--- src/rtl/load_store_unit_pkg.sv ---
// Shared opcodes, FSM state encoding and opcode classification helpers for the load/store unit.
package load_store_unit_pkg;

   localparam logic [5:0] OP_LB  = 6'h20;
   localparam logic [5:0] OP_LH  = 6'h21;
   localparam logic [5:0] OP_LW  = 6'h23;
   localparam logic [5:0] OP_LBU = 6'h24;
   localparam logic [5:0] OP_LHU = 6'h25;
   localparam logic [5:0] OP_SB  = 6'h28;
   localparam logic [5:0] OP_SH  = 6'h29;
   localparam logic [5:0] OP_SW  = 6'h2B;

   typedef enum logic [1:0] {
      ST_IDLE = 2'd0,
      ST_RD   = 2'd1,
      ST_WR   = 2'd2,
      ST_RESP = 2'd3
   } lsu_state_t;

   function automatic logic op_is_load(input logic [5:0] op);
      case (op)
         OP_LB, OP_LH, OP_LW, OP_LBU, OP_LHU: return 1'b1;
         default:                             return 1'b0;
      endcase
   endfunction

   function automatic logic op_is_legal(input logic [5:0] op);
      case (op)
         OP_SB, OP_SH, OP_SW: return 1'b1;
         default:             return op_is_load(op);
      endcase
   endfunction

   function automatic logic op_is_rmw(input logic [5:0] op);
      return (op == OP_SB) || (op == OP_SH);
   endfunction

   function automatic logic op_misaligned(input logic [5:0] op, input logic [1:0] off);
      case (op)
         OP_LH, OP_LHU, OP_SH: return off[0];
         OP_LW, OP_SW:         return off != 2'b00;
         default:              return 1'b0;
      endcase
   endfunction

endpackage

--- src/rtl/load_store_unit_if.sv ---
// Request/response handshake plus word-addressed memory port of the load/store unit.
interface load_store_unit_if;

   logic        req_valid;
   logic        req_ready;
   logic [5:0]  req_opcode;
   logic [31:0] req_addr;
   logic [31:0] req_wdata;
   logic        resp_valid;
   logic        resp_ready;
   logic [31:0] resp_rdata;
   logic        resp_err;
   logic [31:0] mem_address;
   logic [31:0] mem_write_data;
   logic [5:0]  mem_opcode;
   logic        mem_read;
   logic        mem_write;
   logic [31:0] mem_read_data;

   modport slave (
      input  req_valid, req_opcode, req_addr, req_wdata, resp_ready, mem_read_data,
      output req_ready, resp_valid, resp_rdata, resp_err,
             mem_address, mem_write_data, mem_opcode, mem_read, mem_write
   );

   modport master (
      output req_valid, req_opcode, req_addr, req_wdata, resp_ready, mem_read_data,
      input  req_ready, resp_valid, resp_rdata, resp_err,
             mem_address, mem_write_data, mem_opcode, mem_read, mem_write
   );

endinterface

--- src/rtl/load_store_unit_lane_align.sv ---
// Combinational lane logic: extends the addressed byte/halfword for loads, merges store data into a word.
module lsu_lane_align
   import load_store_unit_pkg::*;
(
   input  logic [31:0] word_i,
   input  logic [1:0]  off_i,
   input  logic [5:0]  op_i,
   input  logic [31:0] wdata_i,
   output logic [31:0] load_o,
   output logic [31:0] store_o
);

   logic [7:0]  byte_sel;
   logic [15:0] half_sel;

   always_comb begin
      byte_sel = word_i[{off_i, 3'b000} +: 8];
      half_sel = off_i[1] ? word_i[31:16] : word_i[15:0];
      case (op_i)
         OP_LB:   load_o = {{24{byte_sel[7]}}, byte_sel};
         OP_LBU:  load_o = {24'd0, byte_sel};
         OP_LH:   load_o = {{16{half_sel[15]}}, half_sel};
         OP_LHU:  load_o = {16'd0, half_sel};
         OP_LW:   load_o = word_i;
         default: load_o = 32'd0;
      endcase
   end

   // Lane 0 is bits 7:0; untouched lanes keep the word read back in RD.
   always_comb begin
      store_o = word_i;
      case (op_i)
         OP_SB:   store_o[{off_i, 3'b000} +: 8] = wdata_i[7:0];
         OP_SH:   store_o[{off_i[1], 4'b0000} +: 16] = wdata_i[15:0];
         OP_SW:   store_o = wdata_i;
         default: store_o = word_i;
      endcase
   end

endmodule

--- src/rtl/load_store_unit.sv ---
// Load/store unit: one request at a time, RD/WR one cycle each, sub-word stores as read-modify-write.
// Response held in RESP until resp_ready; requests are only accepted in IDLE.
module load_store_unit
   import load_store_unit_pkg::*;
#(
   parameter int MEM_DEPTH = 64,
   parameter int IDX_W     = 6
) (
   input logic               clk,
   input logic               rst_n,
   load_store_unit_if.slave  bus
);

   lsu_state_t       state_q, state_d;
   logic [5:0]       op_q, op_d;
   logic [1:0]       off_q, off_d;
   logic [IDX_W-1:0] idx_q, idx_d;
   logic [31:0]      wdata_q, wdata_d;
   logic [31:0]      word_q, word_d;
   logic [31:0]      rdata_q, rdata_d;
   logic             err_q, err_d;

   logic             accept;
   logic             req_err;
   logic [31:0]      align_word;
   logic [31:0]      load_val;
   logic [31:0]      store_val;

   assign accept  = bus.req_valid && (state_q == ST_IDLE);
   assign req_err = !op_is_legal(bus.req_opcode)
                 || ((bus.req_addr >> (IDX_W + 2)) != 32'd0)
                 || op_misaligned(bus.req_opcode, bus.req_addr[1:0]);

   // In RD the load result is taken straight from memory so it is ready as RESP begins.
   assign align_word = (state_q == ST_RD) ? bus.mem_read_data : word_q;

   lsu_lane_align u_align (
      .word_i  (align_word),
      .off_i   (off_q),
      .op_i    (op_q),
      .wdata_i (wdata_q),
      .load_o  (load_val),
      .store_o (store_val)
   );

   always_ff @(posedge clk or negedge rst_n) begin
      if (!rst_n) begin
         state_q <= ST_IDLE;
      end else begin
         state_q <= state_d;
      end
   end

   always_comb begin
      state_d = state_q;
      case (state_q)
         ST_IDLE: begin
            if (accept) begin
               if (req_err)                          state_d = ST_RESP;
               else if (bus.req_opcode == OP_SW)     state_d = ST_WR;
               else                                  state_d = ST_RD;
            end
         end
         ST_RD:   state_d = op_is_rmw(op_q) ? ST_WR : ST_RESP;
         ST_WR:   state_d = ST_RESP;
         ST_RESP: if (bus.resp_ready) state_d = ST_IDLE;
         default: state_d = ST_IDLE;
      endcase
   end

   always_comb begin
      bus.req_ready      = (state_q == ST_IDLE);
      bus.resp_valid     = (state_q == ST_RESP);
      bus.resp_rdata     = rdata_q;
      bus.resp_err       = err_q;
      bus.mem_read       = (state_q == ST_RD);
      bus.mem_write      = (state_q == ST_WR);
      bus.mem_opcode     = OP_SW;
      bus.mem_address    = 32'd0;
      bus.mem_write_data = 32'd0;
      if ((state_q == ST_RD) || (state_q == ST_WR)) begin
         bus.mem_address = {{(32 - IDX_W){1'b0}}, idx_q};
      end
      if (state_q == ST_WR) begin
         bus.mem_write_data = store_val;
      end
   end

   always_comb begin
      op_d    = op_q;
      off_d   = off_q;
      idx_d   = idx_q;
      wdata_d = wdata_q;
      word_d  = word_q;
      rdata_d = rdata_q;
      err_d   = err_q;
      if (accept) begin
         op_d    = bus.req_opcode;
         off_d   = bus.req_addr[1:0];
         idx_d   = bus.req_addr[IDX_W+1:2];
         wdata_d = bus.req_wdata;
         rdata_d = 32'd0;
         err_d   = req_err;
      end
      if (state_q == ST_RD) begin
         word_d = bus.mem_read_data;
         if (op_is_load(op_q)) rdata_d = load_val;
      end
      if ((state_q == ST_RESP) && bus.resp_ready) begin
         rdata_d = 32'd0;
         err_d   = 1'b0;
      end
   end

   always_ff @(posedge clk or negedge rst_n) begin
      if (!rst_n) begin
         op_q    <= 6'd0;
         off_q   <= 2'd0;
         idx_q   <= '0;
         wdata_q <= 32'd0;
         word_q  <= 32'd0;
         rdata_q <= 32'd0;
         err_q   <= 1'b0;
      end else begin
         op_q    <= op_d;
         off_q   <= off_d;
         idx_q   <= idx_d;
         wdata_q <= wdata_d;
         word_q  <= word_d;
         rdata_q <= rdata_d;
         err_q   <= err_d;
      end
   end

endmodule

--- src/flat_wrapper.sv ---
// flat-port wrapper written by rule: the top's interface ports become plain ports
module load_store_unit_flat import load_store_unit_pkg::*;
#(
   parameter int MEM_DEPTH = 64,
   parameter int IDX_W     = 6
)
  (clk, rst_n, bus_req_valid, bus_req_opcode, bus_req_addr, bus_req_wdata, bus_resp_ready, bus_mem_read_data, bus_req_ready, bus_resp_valid, bus_resp_rdata, bus_resp_err, bus_mem_address, bus_mem_write_data, bus_mem_opcode, bus_mem_read, bus_mem_write);
  load_store_unit_if bus_i ();
  input logic clk;
  input logic rst_n;
  input wire logic [$bits(bus_i.req_valid)-1:0] bus_req_valid;
  input wire logic [$bits(bus_i.req_opcode)-1:0] bus_req_opcode;
  input wire logic [$bits(bus_i.req_addr)-1:0] bus_req_addr;
  input wire logic [$bits(bus_i.req_wdata)-1:0] bus_req_wdata;
  input wire logic [$bits(bus_i.resp_ready)-1:0] bus_resp_ready;
  input wire logic [$bits(bus_i.mem_read_data)-1:0] bus_mem_read_data;
  output wire logic [$bits(bus_i.req_ready)-1:0] bus_req_ready;
  output wire logic [$bits(bus_i.resp_valid)-1:0] bus_resp_valid;
  output wire logic [$bits(bus_i.resp_rdata)-1:0] bus_resp_rdata;
  output wire logic [$bits(bus_i.resp_err)-1:0] bus_resp_err;
  output wire logic [$bits(bus_i.mem_address)-1:0] bus_mem_address;
  output wire logic [$bits(bus_i.mem_write_data)-1:0] bus_mem_write_data;
  output wire logic [$bits(bus_i.mem_opcode)-1:0] bus_mem_opcode;
  output wire logic [$bits(bus_i.mem_read)-1:0] bus_mem_read;
  output wire logic [$bits(bus_i.mem_write)-1:0] bus_mem_write;
  assign bus_i.req_valid = bus_req_valid;
  assign bus_i.req_opcode = bus_req_opcode;
  assign bus_i.req_addr = bus_req_addr;
  assign bus_i.req_wdata = bus_req_wdata;
  assign bus_i.resp_ready = bus_resp_ready;
  assign bus_i.mem_read_data = bus_mem_read_data;
  assign bus_req_ready = bus_i.req_ready;
  assign bus_resp_valid = bus_i.resp_valid;
  assign bus_resp_rdata = bus_i.resp_rdata;
  assign bus_resp_err = bus_i.resp_err;
  assign bus_mem_address = bus_i.mem_address;
  assign bus_mem_write_data = bus_i.mem_write_data;
  assign bus_mem_opcode = bus_i.mem_opcode;
  assign bus_mem_read = bus_i.mem_read;
  assign bus_mem_write = bus_i.mem_write;
  load_store_unit #(.MEM_DEPTH(MEM_DEPTH), .IDX_W(IDX_W)) u_core (.clk(clk), .rst_n(rst_n), .bus(bus_i));
endmodule
--- config.mk ---
export PLATFORM = sky130hd
export DESIGN_NAME = load_store_unit_flat
export DESIGN_NICKNAME = d
export VERILOG_FILES = /design/src/rtl/load_store_unit_pkg.sv /design/src/rtl/load_store_unit_if.sv /design/src/rtl/load_store_unit_lane_align.sv /design/src/rtl/load_store_unit.sv /design/src/flat_wrapper.sv
export SDC_FILE = /design/constraint.sdc
export NUM_CORES = 1
export LEC_CHECK = 0
export CAP_MARGIN = 20
export CORE_UTILIZATION = 48
export DETAILED_ROUTE_END_ITERATION = 6
export PLACE_DENSITY = 0.84
export SYNTH_ARGS = -nofsm -noshare
export SYNTH_HDL_FRONTEND = slang
export SYNTH_SLANG_ARGS = --single-unit
--- constraint.sdc ---
create_clock -name clk -period 2.65 [get_ports clk]
set_input_delay 0.265 -clock clk [delete_from_list [all_inputs] [get_ports clk]]
set_output_delay 0.265 -clock clk [all_outputs]
set_load 0.02 [all_outputs]
======== Word-level counts from Yosys, hierarchy flattened ========
Cells that the tools add are included.
storage, ports and cells
  logic and storage cells ................. 78
  output and inout port bits .............. 107
  register bits ........................... 113
operators by class
  shift operators ......................... 5
  reduce and logical (&&, ||, !) cells .... 17
  mux-type cells .......................... 25
  equal/unequal tests ..................... 21
  add/sub/neg operators ................... 2
operators by type and width
  kind                       number
  $mux W32                   6
  $pmux W32 S5               1
  $eq A6 B6 Y1 const B       16
  $pmux W32 S3               1
  $bwmux W32                 2
  $reduce_bool A32 Y1        1
  $shift A16 B7 Y32 const A  1
  $shift A8 B7 Y32 const A   1
  $shiftx A16 B7 Y32         1
  $shiftx A32 B6 Y8          1
  $shiftx A8 B7 Y32          1
  $mux W16                   1
  $neg A5 Y7                 2
  $reduce_or A5 Y1           2
  $mux W2                    4
  $pmux W2 S4                1
  $mux W1                    7
  $mux W6                    1
  $reduce_or A3 Y1           2
  $eq A2 B2 Y1 const B       2
  $logic_or A1 B1 Y1         4
  $reduce_bool A2 Y1         2
  $eq A2 B1 Y1 const B       1
  $logic_and A1 B1 Y1        2
  7 further kinds            7

======== Longest topological paths before layout ========
  word-level depth ........................ 10
  gate-level depth with buffers ........... 10
  gate-level depth less buffers ........... 7

======== Modules after synthesis ========
Synthesis repeated with hierarchy kept, for this count alone.
second synthesis, totals
  cells, all modules ...................... 707
  area total of the unflattened synthesis .. 7005.5 µm²
by module, submodules not included
  module           area each (µm²)  cells an instance  times used
  load_store_unit  5044.8           428                1
  lsu_lane_align   1960.6           279                1

======== Worst setup path before layout ========
Ideal clock, no wire load.
  path type ............................... reg-to-output
  start ................................... register u_core.off_q[0]
  end ..................................... output bus_mem_write_data[24]
  stages on the path, launching flop included .. 9
  path slack .............................. 0.082 ns
  data required time ...................... 2.385 ns
  arrival time ............................ 2.303 ns
  path buffers ............................ 2
  path through ............................ dfrtp_1 clkbuf_1 inv_1 ha_1 nor4bb_1 clkbuf_1 a2bb2oi_1 o2111a_1 o22ai_1
on the way
  word-level cells in the longest chain between the ends .. 5
  elaborated cells between the ends (all ways) .. 6
  those cells by class .................... add/sub (1); shift (2); mux (3)
ends and longest elaborated chain
  what                                                   line                              source
  start: declaration                                     load_store_unit.sv:16             logic [1:0] off_q, off_d;
  start signal: assignment                               load_store_unit.sv:118            off_q <= 2'd0;
  start signal: assignment                               load_store_unit.sv:126            off_q <= off_d;
  $neg A5 Y7 (*)                                         load_store_unit_lane_align.sv:33  OP_SB: store_o[{off_i, 3'b000} +: 8] = wdata_i[7:0];
  $shiftx A8 B7 Y32 or $shift A8 B7 Y32 (tied branches)  load_store_unit_lane_align.sv:33
  $bwmux W32 (*)                                         load_store_unit_lane_align.sv:33
  $pmux W32 S3 (*)                                       load_store_unit_lane_align.sv:32  case (op_i)
  $mux W32 (*)                                           load_store_unit.sv:84             if (state_q == ST_WR) begin
  end: declaration                                       flat_wrapper.sv:22                output wire logic [$bits(bus_i.mem_write_data)-1:0] bus_mem_write_data;
Mark *: on every way between the ends. The rest lies on a longest branch, timed or not.

======== Final worst setup path ========
  start ................................... register u_core.op_q[4]
  end ..................................... output bus_mem_write_data[9]
on the way
  word-level cells in the longest chain between the ends .. 3
  elaborated cells between the ends (all ways) .. 5
  those cells by class .................... eq/ne (3); mux (2)
ends and longest elaborated chain
  what                      line                              source
  start: declaration        load_store_unit.sv:15             logic [5:0] op_q, op_d;
  start signal: assignment  load_store_unit.sv:125            op_q <= op_d;
  $eq A6 B6 Y1              load_store_unit_lane_align.sv:32
  $pmux W32 S3 (*)          load_store_unit_lane_align.sv:32
  $mux W32 (*)              load_store_unit.sv:84
Marks and branches as above.

==> qor.csv <==
metric;value;unit
p_total;13.2;mW
grt-ovfl-total;0;
post-route-drc-count;0;
synth-seq-area-share;41.4;%
diodes;0;
synth_top_family_by_area;compound AO/OA/AOI/OAI gates;
stdcell_area;10100;µm²
die_y;121;µm
worstSetupEndpointType;primary output;
hold_viol;0;
synth_cells;678;
avgSynthCellArea;10.1;µm²
crit_arrival;2.42;ns
cp_common_cell;buf_4;
p_leak;4.15;nW
crit_path_start_kind;flop;
numPortBuffers;180;
cap_violations;0;
status;finished, violations left;
synthesis.area;6840;µm²
skew;0.00788;ns
ys_warn_count;0;
worstSkewPairLatency;0.42;ns
finalNonFillerCells;1091;
synth_enable_flop_cells;0;
rsz0062_at_grt;true;
fmax;372;MHz
coreArea;13900;µm²
synth_cell_type_count;59;
synthSimpleGateAreaFrac;10.1;%
clockRootBuffer;clkbuf_16;
reg2reg_to;u_core.bus.resp_rdata[16];
grt_max_degree;78;
post_drt_via_cell_ratio;6.25;
ys_async_sr_fraction;100;%
violations;setup timing;
crit_chain;nand4bb_1 > buf_4 > buf_4 > nor4_2 > buf_4 > a22oi_1 > nand2_1 > clkdlybuf4s15_2;
numCtsBuffers;17;
reg2reg_depth;7;
synth_top_area_cell;dfrtp_1;
gp_congestion;0.944;
cpMaxStageDelayCell;dfrtp_1;
synthDominantCellAreaShare;41.4;%
grt_pass1_wl;35100;µm
fin_util;72.8;%
power_per_cell_area;1310;nW/µm²
max-slew-margin-rel;53.3;%
ys_top_cells_by_area;dfrtp_1 41%, mux2_2 8.1%, buf_4 4.0%, mux4_2 3.0%, a211oi_1 2.9%;
cpPeakStageDelay;0.42;ns
synth_compound_area_share;23.3;%
htreeDepth;4;
worst_pin_slew;0.696;ns
final_layout_size_suffix_gt1_share;27.4;%
min_period;2.68;ns
reg2reg_from;u_core.state_q[1];
drt-initial-drc-count;750;
vias;6824;
cts_buffer_depth;2;
synth.area.mux_share;13.8;%
nNetsFinal;1013;
areaGrowthSynthToFinish;47.9;%
fin_crit_sh;101;%
hold_path_class;in -> async;
tns;-0.0770;ns
antenna_found_initial;0;
die-width;121;µm
dp_hpwl;15600;µm
wl;23700;µm
reg2reg_slack;0.15;ns
clock-sinks;113;
first_pass_iters;5;
critical_path_class;reg -> out;
worstPathMaxFanout;18;
place_area;8980;µm²
dieArea;14700;µm²
synth_adder_area_share;1.65;%
start_util;49.3;%
clk_pin_slew;0.06;ns
first_global_vias;6263;
ant_nets;0;
synth_xor_area_share;0;%
dp_cells;1039;
ir_drop;0.718;mV
setup_ws;-0.0346;ns
cts_tree;built;
report.final.slew_viol_count;0;
ys_ff_latch;113;
wl_per_cell;21.8;µm
crit_path_end;bus_mem_write_data[9];
grt_util_all_layers;31.5;%
setup_viol;7;
cp-startpoint;u_core.op_q[4];
ioPinCount;213;
rows;43;
worstPathRequired;2.38;ns
synth_ff_type;dfrtp_1;
==> kinds of logic (layout without fill, tap and decap cells) <==
group,after synthesis,after routing
compound gates,221,221
simple gates,128,128
buf+inv,128,331
fa+ha+maj,9,9
other cells,2,32
flops,113,113
mux,77,77
==> report_power, final <==
part | internal (mW) | switching [mW]
logic | 3.61 | 3.98
registers | 2.56 | 0.684
clock network | 1.51 | 0.880
total | 7.69 | 5.55
==> layout by cell type (no fill, tap or decap), types with 19 or more instances in the layout <==
master           instances
a211oi_1                26
a21oi_1                 35
a311oi_1                22
buf_4                   60
clkbuf_16               19
clkdlybuf4s50_1        147
conb_1                  32
dfrtp_1                112
inv_1                   37
mux2_2                  49
nand2_1                 52
o21ai_0                 20
==> how the worst min path moves through the flow <==
stage / to / slack [ns] / cells past startpoint
6_report: u_core.bus.resp_rdata[17] / 0.35 / 2
2_1_floorplan: u_core.bus.resp_err / -0.03 / 0
5_1_grt: u_core.bus.resp_rdata[17] / 0.41 / 2
4_1_cts: u_core.bus.resp_rdata[17] / 0.36 / 2
3_5_place_dp: u_core.bus.resp_rdata[17] / 0.26 / 1
3_3_place_gp: u_core.bus.resp_rdata[17] / 0.26 / 1
==> layer usage <==
metal | wire length (µm) | up-vias | global-route usage, %
met5 | 0 | - | 0
met4 | 693 | 0 | 12.7
met3 | 2260 | 66 | 6.53
met2 | 11200 | 479 | 47.5
met1 | 9630 | 3346 | 44.0
li1 | - | 2933 | -
==> flip-flops by register name, indices dropped and copies added, names as in the netlist <==
| signal | count |
|---|---|
| u_core.idx_q | 6 |
| u_core.op_q | 6 |
| u_core.bus.resp_err | 1 |
| u_core.state_q | 2 |
| u_core.wdata_q | 32 |
| u_core.word_q | 32 |
| u_core.off_q | 2 |
| u_core.bus.resp_rdata | 32 |
==> cells in the mapped netlist, types with 9 or more instances <==
master	number
a211oi_1	26
clkbuf_1	31
a311oi_1	22
dfrtp_1	113
a31oi_1	9
o22ai_1	15
ha_1	9
o21ai_0	22
buf_2	10
o21a_1	10
o2bb2ai_1	9
mux2i_1	19
o211ai_1	17
nand2_1	52
a22oi_1	21
nor3_1	10
nor2_1	9
and2_1	16
a21oi_1	35
buf_4	36
inv_1	41
mux2_2	49
mux4_2	9
==> worst max-delay path, delay by kind of cell, from the launching register on <==
| kind | cells | cell delay [ns] |
|---|---|---|
| buffers and inverters | 4 | 0.88 |
| DFF | 1 | 0.42 |
| and+or+nand+nor | 3 | 0.60 |
| AOI/OAI and AO/OA | 1 | 0.08 |
==> what timing repair did <==
item / CTS / global route
pin swaps: 3 / 3
hold buffers: 1 / 0
endpoints found under the setup margin: 32 / 32
hold endpoints to repair: 36 / 0
buffers inserted: 7 / 8
resized for setup: 115 / 62
cloned: 2 / 2
==> through the flow <==
stage	hold WS, ns	worst slack (ns)
final	0.348	-0.0346
after detailed placement	0.264	-0.198
after floorplan	-0.0306	0.0822
after global routing	0.412	-0.0990
after CTS	0.363	-0.0555
after global placement	0.260	-0.127
==> area by class of cell <==
cell class / count / area (µm²)
Clock buffer: 18 / 439
Tap cell: 180 / 225
Sequential cell: 113 / 2830
Fill cell: 941 / 3770
Inverter: 42 / 158
Clock inverter: 14 / 180
Multi-Input combinational cell: 467 / 3770
Timing Repair Buffer: 257 / 2510
(Power assumes the default switching activity.)
